### src/rtl/ascon_round_sequencer_pkg.sv
// Shared types and constants for the Ascon permutation control path.
// Holds the sequencer state enum, round sizing and the round-constant table.
package ascon_pack;

  localparam int MAX_ROUNDS_C = 12;
  localparam int ROUND_IDX_W  = 4;

  typedef enum logic [1:0] {
    IDLE = 2'd0,
    RUN  = 2'd1,
    DONE = 2'd2
  } type_seq_state;

  // Round constant added to x2 in round i of the 12-round permutation.
  function automatic logic [7:0] round_constant(input logic [ROUND_IDX_W-1:0] idx);
    logic [7:0] rc;
    case (idx)
      4'd0:    rc = 8'hf0;
      4'd1:    rc = 8'he1;
      4'd2:    rc = 8'hd2;
      4'd3:    rc = 8'hc3;
      4'd4:    rc = 8'hb4;
      4'd5:    rc = 8'ha5;
      4'd6:    rc = 8'h96;
      4'd7:    rc = 8'h87;
      4'd8:    rc = 8'h78;
      4'd9:    rc = 8'h69;
      4'd10:   rc = 8'h5a;
      4'd11:   rc = 8'h4b;
      default: rc = 8'h00;
    endcase
    return rc;
  endfunction

endpackage

### src/rtl/ascon_round_sequencer_if.sv
// Handshake bundle between the mode FSM (master) and the round sequencer (slave).
// ASCON_SEQ_ERR_EN adds the err_o rejection pulse.
interface ascon_round_sequencer_if;
  import ascon_pack::*;

  logic                   start_i;
  logic [ROUND_IDX_W-1:0] nb_rounds_i;
  logic [ROUND_IDX_W-1:0] round_o;
  logic                   en_round_o;
  logic                   init_o;
  logic                   busy_o;
  logic                   done_o;
`ifdef ASCON_SEQ_ERR_EN
  logic                   err_o;
`endif

  modport slave (
    input  start_i,
    input  nb_rounds_i,
    output round_o,
    output en_round_o,
    output init_o,
    output busy_o,
`ifdef ASCON_SEQ_ERR_EN
    output err_o,
`endif
    output done_o
  );

  modport master (
    output start_i,
    output nb_rounds_i,
    input  round_o,
    input  en_round_o,
    input  init_o,
    input  busy_o,
`ifdef ASCON_SEQ_ERR_EN
    input  err_o,
`endif
    input  done_o
  );

endinterface

### src/rtl/ascon_round_sequencer_counter.sv
// Loadable round-index up-counter. Saturates at MAX_ROUNDS-1 so the
// index handed to the constant adder can never wrap.
module ascon_round_counter
  import ascon_pack::*;
#(
  parameter int MAX_ROUNDS = MAX_ROUNDS_C
) (
  input  logic                   clock_i,
  input  logic                   resetb_i,
  input  logic                   load_i,
  input  logic [ROUND_IDX_W-1:0] load_value_i,
  input  logic                   en_i,
  output logic [ROUND_IDX_W-1:0] count_o,
  output logic                   last_o
);

  localparam logic [ROUND_IDX_W-1:0] LAST_IDX = ROUND_IDX_W'(MAX_ROUNDS - 1);

  logic [ROUND_IDX_W-1:0] count_q, count_d;

  assign last_o  = (count_q == LAST_IDX);
  assign count_o = count_q;

  // Load wins over increment; increment stops at the terminal index.
  always_comb begin
    count_d = count_q;
    if (load_i)
      count_d = load_value_i;
    else if (en_i && !last_o)
      count_d = count_q + 1'b1;
  end

  // Count register, cleared asynchronously.
  always_ff @(posedge clock_i or negedge resetb_i) begin
    if (!resetb_i) count_q <= '0;
    else           count_q <= count_d;
  end

endmodule

### src/rtl/ascon_round_sequencer.sv
// Ascon round sequencer: turns a start request with a round count into a
// run of round indices ending at MAX_ROUNDS-1, then a one-cycle done pulse.
// Optional macro ASCON_SEQ_ERR_EN: reject illegal counts with an err_o pulse
// instead of ignoring n=0 and clamping n>MAX_ROUNDS.
module ascon_round_sequencer
  import ascon_pack::*;
#(
  parameter int MAX_ROUNDS = MAX_ROUNDS_C
) (
  input  logic                    clock_i,
  input  logic                    resetb_i,
  ascon_round_sequencer_if.slave  seq_if
);

  localparam logic [ROUND_IDX_W-1:0] MAX_R = ROUND_IDX_W'(MAX_ROUNDS);

  type_seq_state          state_q;
  logic                   init_q, en_q, busy_q, done_q;
  logic                   n_zero, n_over, accept;
  logic [ROUND_IDX_W-1:0] first_idx, cnt_load_val, round_idx;
  logic                   cnt_load, cnt_en, cnt_last;
`ifdef ASCON_SEQ_ERR_EN
  logic                   reject, err_q;
`endif

  // Start decode: legality of n and the first round index of the run.
  always_comb begin
    n_zero    = (seq_if.nb_rounds_i == '0);
    n_over    = (seq_if.nb_rounds_i > MAX_R);
    first_idx = MAX_R - seq_if.nb_rounds_i;
`ifdef ASCON_SEQ_ERR_EN
    accept    = (state_q == IDLE) && seq_if.start_i && !n_zero && !n_over;
    reject    = (state_q == IDLE) && seq_if.start_i && (n_zero || n_over);
`else
    accept    = (state_q == IDLE) && seq_if.start_i && !n_zero;
    if (n_over) first_idx = '0;  // clamp to a full-length run
`endif
  end

  // Counter loads the first index on accept and returns to 0 when leaving DONE.
  assign cnt_load     = accept || (state_q == DONE);
  assign cnt_load_val = accept ? first_idx : '0;
  assign cnt_en       = (state_q == RUN);

  ascon_round_counter #(.MAX_ROUNDS(MAX_ROUNDS)) u_cnt (
    .clock_i      (clock_i),
    .resetb_i     (resetb_i),
    .load_i       (cnt_load),
    .load_value_i (cnt_load_val),
    .en_i         (cnt_en),
    .count_o      (round_idx),
    .last_o       (cnt_last)
  );

  // IDLE -> RUN -> DONE -> IDLE with all control outputs registered.
  always_ff @(posedge clock_i or negedge resetb_i) begin
    if (!resetb_i) begin
      state_q <= IDLE;
      init_q  <= 1'b0;
      en_q    <= 1'b0;
      busy_q  <= 1'b0;
      done_q  <= 1'b0;
`ifdef ASCON_SEQ_ERR_EN
      err_q   <= 1'b0;
`endif
    end else begin
`ifdef ASCON_SEQ_ERR_EN
      err_q <= reject;
`endif
      case (state_q)
        IDLE: begin
          done_q <= 1'b0;
          if (accept) begin
            state_q <= RUN;
            init_q  <= 1'b1;
            en_q    <= 1'b1;
            busy_q  <= 1'b1;
          end
        end
        RUN: begin
          init_q <= 1'b0;
          if (cnt_last) begin
            state_q <= DONE;
            en_q    <= 1'b0;
            done_q  <= 1'b1;
          end
        end
        DONE: begin
          state_q <= IDLE;
          done_q  <= 1'b0;
          busy_q  <= 1'b0;
        end
        default: begin
          state_q <= IDLE;
          init_q  <= 1'b0;
          en_q    <= 1'b0;
          busy_q  <= 1'b0;
          done_q  <= 1'b0;
        end
      endcase
    end
  end

  assign seq_if.round_o    = round_idx;
  assign seq_if.en_round_o = en_q;
  assign seq_if.init_o     = init_q;
  assign seq_if.busy_o     = busy_q;
  assign seq_if.done_o     = done_q;
`ifdef ASCON_SEQ_ERR_EN
  assign seq_if.err_o      = err_q;
`endif

endmodule

### src/flat_wrapper.sv
// flat-port wrapper written by rule: the top's interface ports become plain ports
module ascon_round_sequencer_flat import ascon_pack::*;
#(
  parameter int MAX_ROUNDS = MAX_ROUNDS_C
)
  (clock_i, resetb_i, seq_if_start_i, seq_if_nb_rounds_i, seq_if_round_o, seq_if_en_round_o, seq_if_init_o, seq_if_busy_o, seq_if_done_o);
  ascon_round_sequencer_if seq_if_i ();
  input  logic clock_i;
  input  logic resetb_i;
  input wire logic [$bits(seq_if_i.start_i)-1:0] seq_if_start_i;
  input wire logic [$bits(seq_if_i.nb_rounds_i)-1:0] seq_if_nb_rounds_i;
  output wire logic [$bits(seq_if_i.round_o)-1:0] seq_if_round_o;
  output wire logic [$bits(seq_if_i.en_round_o)-1:0] seq_if_en_round_o;
  output wire logic [$bits(seq_if_i.init_o)-1:0] seq_if_init_o;
  output wire logic [$bits(seq_if_i.busy_o)-1:0] seq_if_busy_o;
  output wire logic [$bits(seq_if_i.done_o)-1:0] seq_if_done_o;
  assign seq_if_i.start_i = seq_if_start_i;
  assign seq_if_i.nb_rounds_i = seq_if_nb_rounds_i;
  assign seq_if_round_o = seq_if_i.round_o;
  assign seq_if_en_round_o = seq_if_i.en_round_o;
  assign seq_if_init_o = seq_if_i.init_o;
  assign seq_if_busy_o = seq_if_i.busy_o;
  assign seq_if_done_o = seq_if_i.done_o;
  ascon_round_sequencer #(.MAX_ROUNDS(MAX_ROUNDS)) u_core (.clock_i(clock_i), .resetb_i(resetb_i), .seq_if(seq_if_i));
endmodule
### config.mk
export PLATFORM = sky130hd
export DESIGN_NAME = ascon_round_sequencer_flat
export DESIGN_NICKNAME = d
export VERILOG_FILES = /design/src/rtl/ascon_round_sequencer_pkg.sv /design/src/rtl/ascon_round_sequencer_if.sv /design/src/rtl/ascon_round_sequencer_counter.sv /design/src/rtl/ascon_round_sequencer.sv /design/src/flat_wrapper.sv
export SDC_FILE = /design/constraint.sdc
export NUM_CORES = 1
export LEC_CHECK = 0
export ABC_AREA = 1
export CORE_MARGIN = 4
export CORE_UTILIZATION = 46
export CTS_CLUSTER_SIZE = 20
export DETAILED_ROUTE_END_ITERATION = 8
export HOLD_SLACK_MARGIN = 0.15
export PLACE_DENSITY_LB_ADDON = 0.3
export SETUP_SLACK_MARGIN = 0.02
export SLEW_MARGIN = 10
export SYNTH_ARGS = -nofsm -noshare
export SYNTH_HDL_FRONTEND = slang
export SYNTH_SLANG_ARGS = --single-unit
### constraint.sdc
create_clock -name clock_i -period 1.3 [get_ports clock_i]
set_clock_uncertainty 0.05 [all_clocks]
set_input_delay 0.325 -clock clock_i [delete_from_list [all_inputs] [get_ports clock_i]]
set_output_delay 0.325 -clock clock_i [all_outputs]
set_load 0.05 [all_outputs]
==> results list <==
* Leading cell types by count after synthesis: sky130_fd_sc_hd__nand2_1, sky130_fd_sc_hd__dfrtp_1, sky130_fd_sc_hd__inv_1
- Critical path data required time: 1.46 ns
* Drt via density: 6.024
- The initial utilization of the core area, before any placement, comes to 0.5224.
* Synthesized cell area: 611.8 sq um
- In the final layout, flip-flops and latches occupy 255.2 sq um.
* Setup crit start kind: input pin
* Unrepaired setup endpoints after global routing: yes
- Violated checks: negative setup slack
* Global routing usage summed across all routing layers: 0.2227
- Synthesis handed over a netlist of 80 instances.
- Number of antenna violations at the first check in global routing: 0
* Sequential element share of the synthesized area: 0.4090
- Via count of the first global-routing pass: 685
- Clock latency at the later pin of the worst-skew pair: 0.28 ns
- After routing, the total negative slack on setup checks comes to -0.2258 ns.
* Share of post-route cells with drive strength above 1: 0.4911
- Counting flops with a built-in enable in the synthesized netlist gives 0.
- Final Routed Wirelength: 2.562 mm
- Post-route worst setup slack: -0.06675 ns
- 0 antenna diodes ended up in the layout.
- Worst min path class: input pin to asynchronous set/reset pin
- Among all cell types in the netlist, the one instantiated most often is sky130_fd_sc_hd__nand2_1.
- Routed length per placed instance: 20.33 microns
* Count of TritonRoute iterations in the first routing pass: 6
* CTS tree: yes
- Max-Slew Margin vs Limit: 0.8060
- When the netlist entered floorplanning its net count stood at 89.
- In the synthesized netlist the dominant register cell turns out to be sky130_fd_sc_hd__dfrtp_1.
* Maximum number of pins on one net before global-route repair: 11
- Final Hold Viols: 0
- Register clock-pin slew on the reported worst setup and hold paths: 0.08 ns
- For this design the top-level I/O count stands at 15.
- In the routed design, unresolved DRC markers number 0.
- Mean cell area of the mapped netlist: 7.648 sq um
- In the final layout, the multi-input gates occupy 395.4 sq um.
- GP Congestion: 0.8272
* IR drop worst, VDD: 2.101 mV
- The synthesized design spends more area on one cell type than any other, namely sky130_fd_sc_hd__dfrtp_1.
- Leak: 0.0005757 uW
- Post-CTS Hold Fix Bufs: 0
- Clock tree synthesis found a total of 10 sinks.
- Ranking of synthesized cells by area: sky130_fd_sc_hd__dfrtp_1, sky130_fd_sc_hd__nand2_1, sky130_fd_sc_hd__inv_1, sky130_fd_sc_hd__ha_1, sky130_fd_sc_hd__nand3_1
- Setup Crit Path Kind: input pin to flop
- Crit-path max FO: 5
* Fraction of the cycle the final worst path needs: 1.051
- The detailed router placed 759 vias in this run.
- Element type at the critical path end: flop
- Slew of the pin with the lowest slew margin: 0.2903 ns
- Min Clock Period, post-route: 1.367 ns
* Warnings, synthesis: 0
- Buffer depth of the longest clock path: 2
- Compared with the post-synthesis result, the final layout area differs by 78.12%.
* Count of nets left with antenna violations after detail routing: 0
- At the worst endpoint, the arrival time is 1.53 ns.
* Number of nets in the layout: 122
- CORE AREA: 1171 sq um
- The first routing iteration left 33 violations.
- Global route total overflow: 0
- CTS built an H-tree with a depth of 1.
* Global-route wire length before repair: 3.243 mm
- Power per standard cell area: 2805 nW/um^2
- Power, Total: 3057 uW
* Async S/R FF share, synth: 1.000
- Input and output buffers added on the ports amount to 14.
- Placement row count: 12
* #FFs+latches synth: 10
- Maximum capacitance violations: 0
- Achievable clock frequency: 731.7 MHz
- Die Y: 44.47 microns
* Number of library cell types mapped by synthesis: 19
* Die area: 1978 sq um
- The tightest hold path in the finished design has a slack of 0.2988 ns.
* Final setup violation count: 6
* Portion of synthesized cell area occupied by the leading cell type: 0.4090
- Run status: finished, violations left
- The number of clock buffers added by TritonCTS is 3.
* Count of fill cells added during filler insertion: 40
* DP HPWL: 1.117 mm
- The tree is rooted in a sky130_fd_sc_hd__clkbuf_4.
* Chip Width: 44.47 microns
* Final max-slew violation count: 0
final timing paths:
check	slack, ns	end	from	depth (start not counted)
max	-0.07	u_core.u_cnt.count_o[3]	seq_if_nb_rounds_i[1]	10
min	0.30	u_core.seq_if.en_round_o	resetb_i	2
max reg2reg	-0.06	u_core.u_cnt.count_o[3]	u_core.state_q[0]	9
min reg2reg	0.51	u_core.seq_if.init_o	u_core.state_q[0]	3
max in group asynchronous	0.74	u_core.u_cnt.count_o[1]	resetb_i	2
min in group clock_i	0.50	u_core.state_q[0]	seq_if_nb_rounds_i[2]	5
routing by layer:
layer  track usage  vias to the layer above  routed length [microns]
li1              -                      310                        -
met1        0.2506                      352                      891
met2        0.4355                       73                     1219
met3       0.04065                       24                      231
met4       0.02410                        0                      218
met5             0                        -                        0
registers in the layout (all words and copies together), names as in the netlist:
signal,cells
u_core.seq_if.init_o,1
u_core.seq_if.done_o,1
u_core.seq_if.busy_o,1
u_core.seq_if.en_round_o,1
u_core.state_q,2
u_core.u_cnt.count_o,4
layout by cell type (no fill, tap or decap), drive strengths merged:
cell type,count
o21ai,3
dlymetal6s2s,2
dlygate4sd2,3
nand3,7
clkdlybuf4s50,1
clkbuf,4
xor2,2
nor2,5
ha,2
inv,13
nand2,35
a21oi,1
buf,21
nor3,1
nand4,1
dfrtp,10
nand3b,1
power by group:
part / switching [uW] / internal, uW
clock: 139 / 170
combinational: 1180 / 964
sequential: 150 / 457
total: 1470 / 1590
logic make-up (layout without fill, tap and decap cells):
family,after synthesis,in the layout,share of synthesized area
adders and majority gates,2,2,0.04089
buffers and inverters,13,44,0.07976
AOI/OAI and AO/OA,4,4,0.03270
xor gates and xnor gates,2,2,0.02864
DFF,10,10,0.4090
and+or+nand+nor,49,50,0.4090
through the flow:
| step | instances | area, sq um | setup slack [ns] | util |
|---|---|---|---|---|
| after detailed placement | 113 | 907.1 | -0.5668 | 0.7746 |
| after floorplan | 80 | 631.9 | 0.02094 | - |
| after global placement | 113 | 907.1 | -0.4989 | 0.7746 |
| after CTS | 122 | 1015 | -0.009623 | 0.8665 |
| after global routing | 126 | 1090 | -0.1450 | 0.9306 |
| final | 126 | 1090 | -0.06675 | 0.9306 |
cell type report:
| cell class | instances | share of cell area |
|---|---|---|
| repair buffers | 27 | 0.3065 |
| flip-flops and latches | 10 | 0.2342 |
| multi-input cells | 58 | 0.3628 |
| clock buffers | 4 | 0.03329 |
| inverters | 13 | 0.04707 |
| well taps | 14 | 0.01607 |
critical path: stages:
cell and delay, ns:
sky130_fd_sc_hd__dlygate4sd2_1 0.28, sky130_fd_sc_hd__inv_2 0.08, sky130_fd_sc_hd__ha_4 0.18, sky130_fd_sc_hd__nand3_4 0.10
sky130_fd_sc_hd__nand2_4 0.09, sky130_fd_sc_hd__nor2_4 0.14, sky130_fd_sc_hd__nand2_1 0.07, sky130_fd_sc_hd__nand2_1 0.11
sky130_fd_sc_hd__nand2_2 0.07, sky130_fd_sc_hd__nand2_1 0.09
what timing repair did:
item / CTS / global route
gates cloned: 1 / 0
gates resized for setup: 13 / 15
endpoints found under the setup margin: 10 / 8
pin swaps: 6 / 11
buffers inserted: 4 / 4
Power figures use the tool's default switching activity.
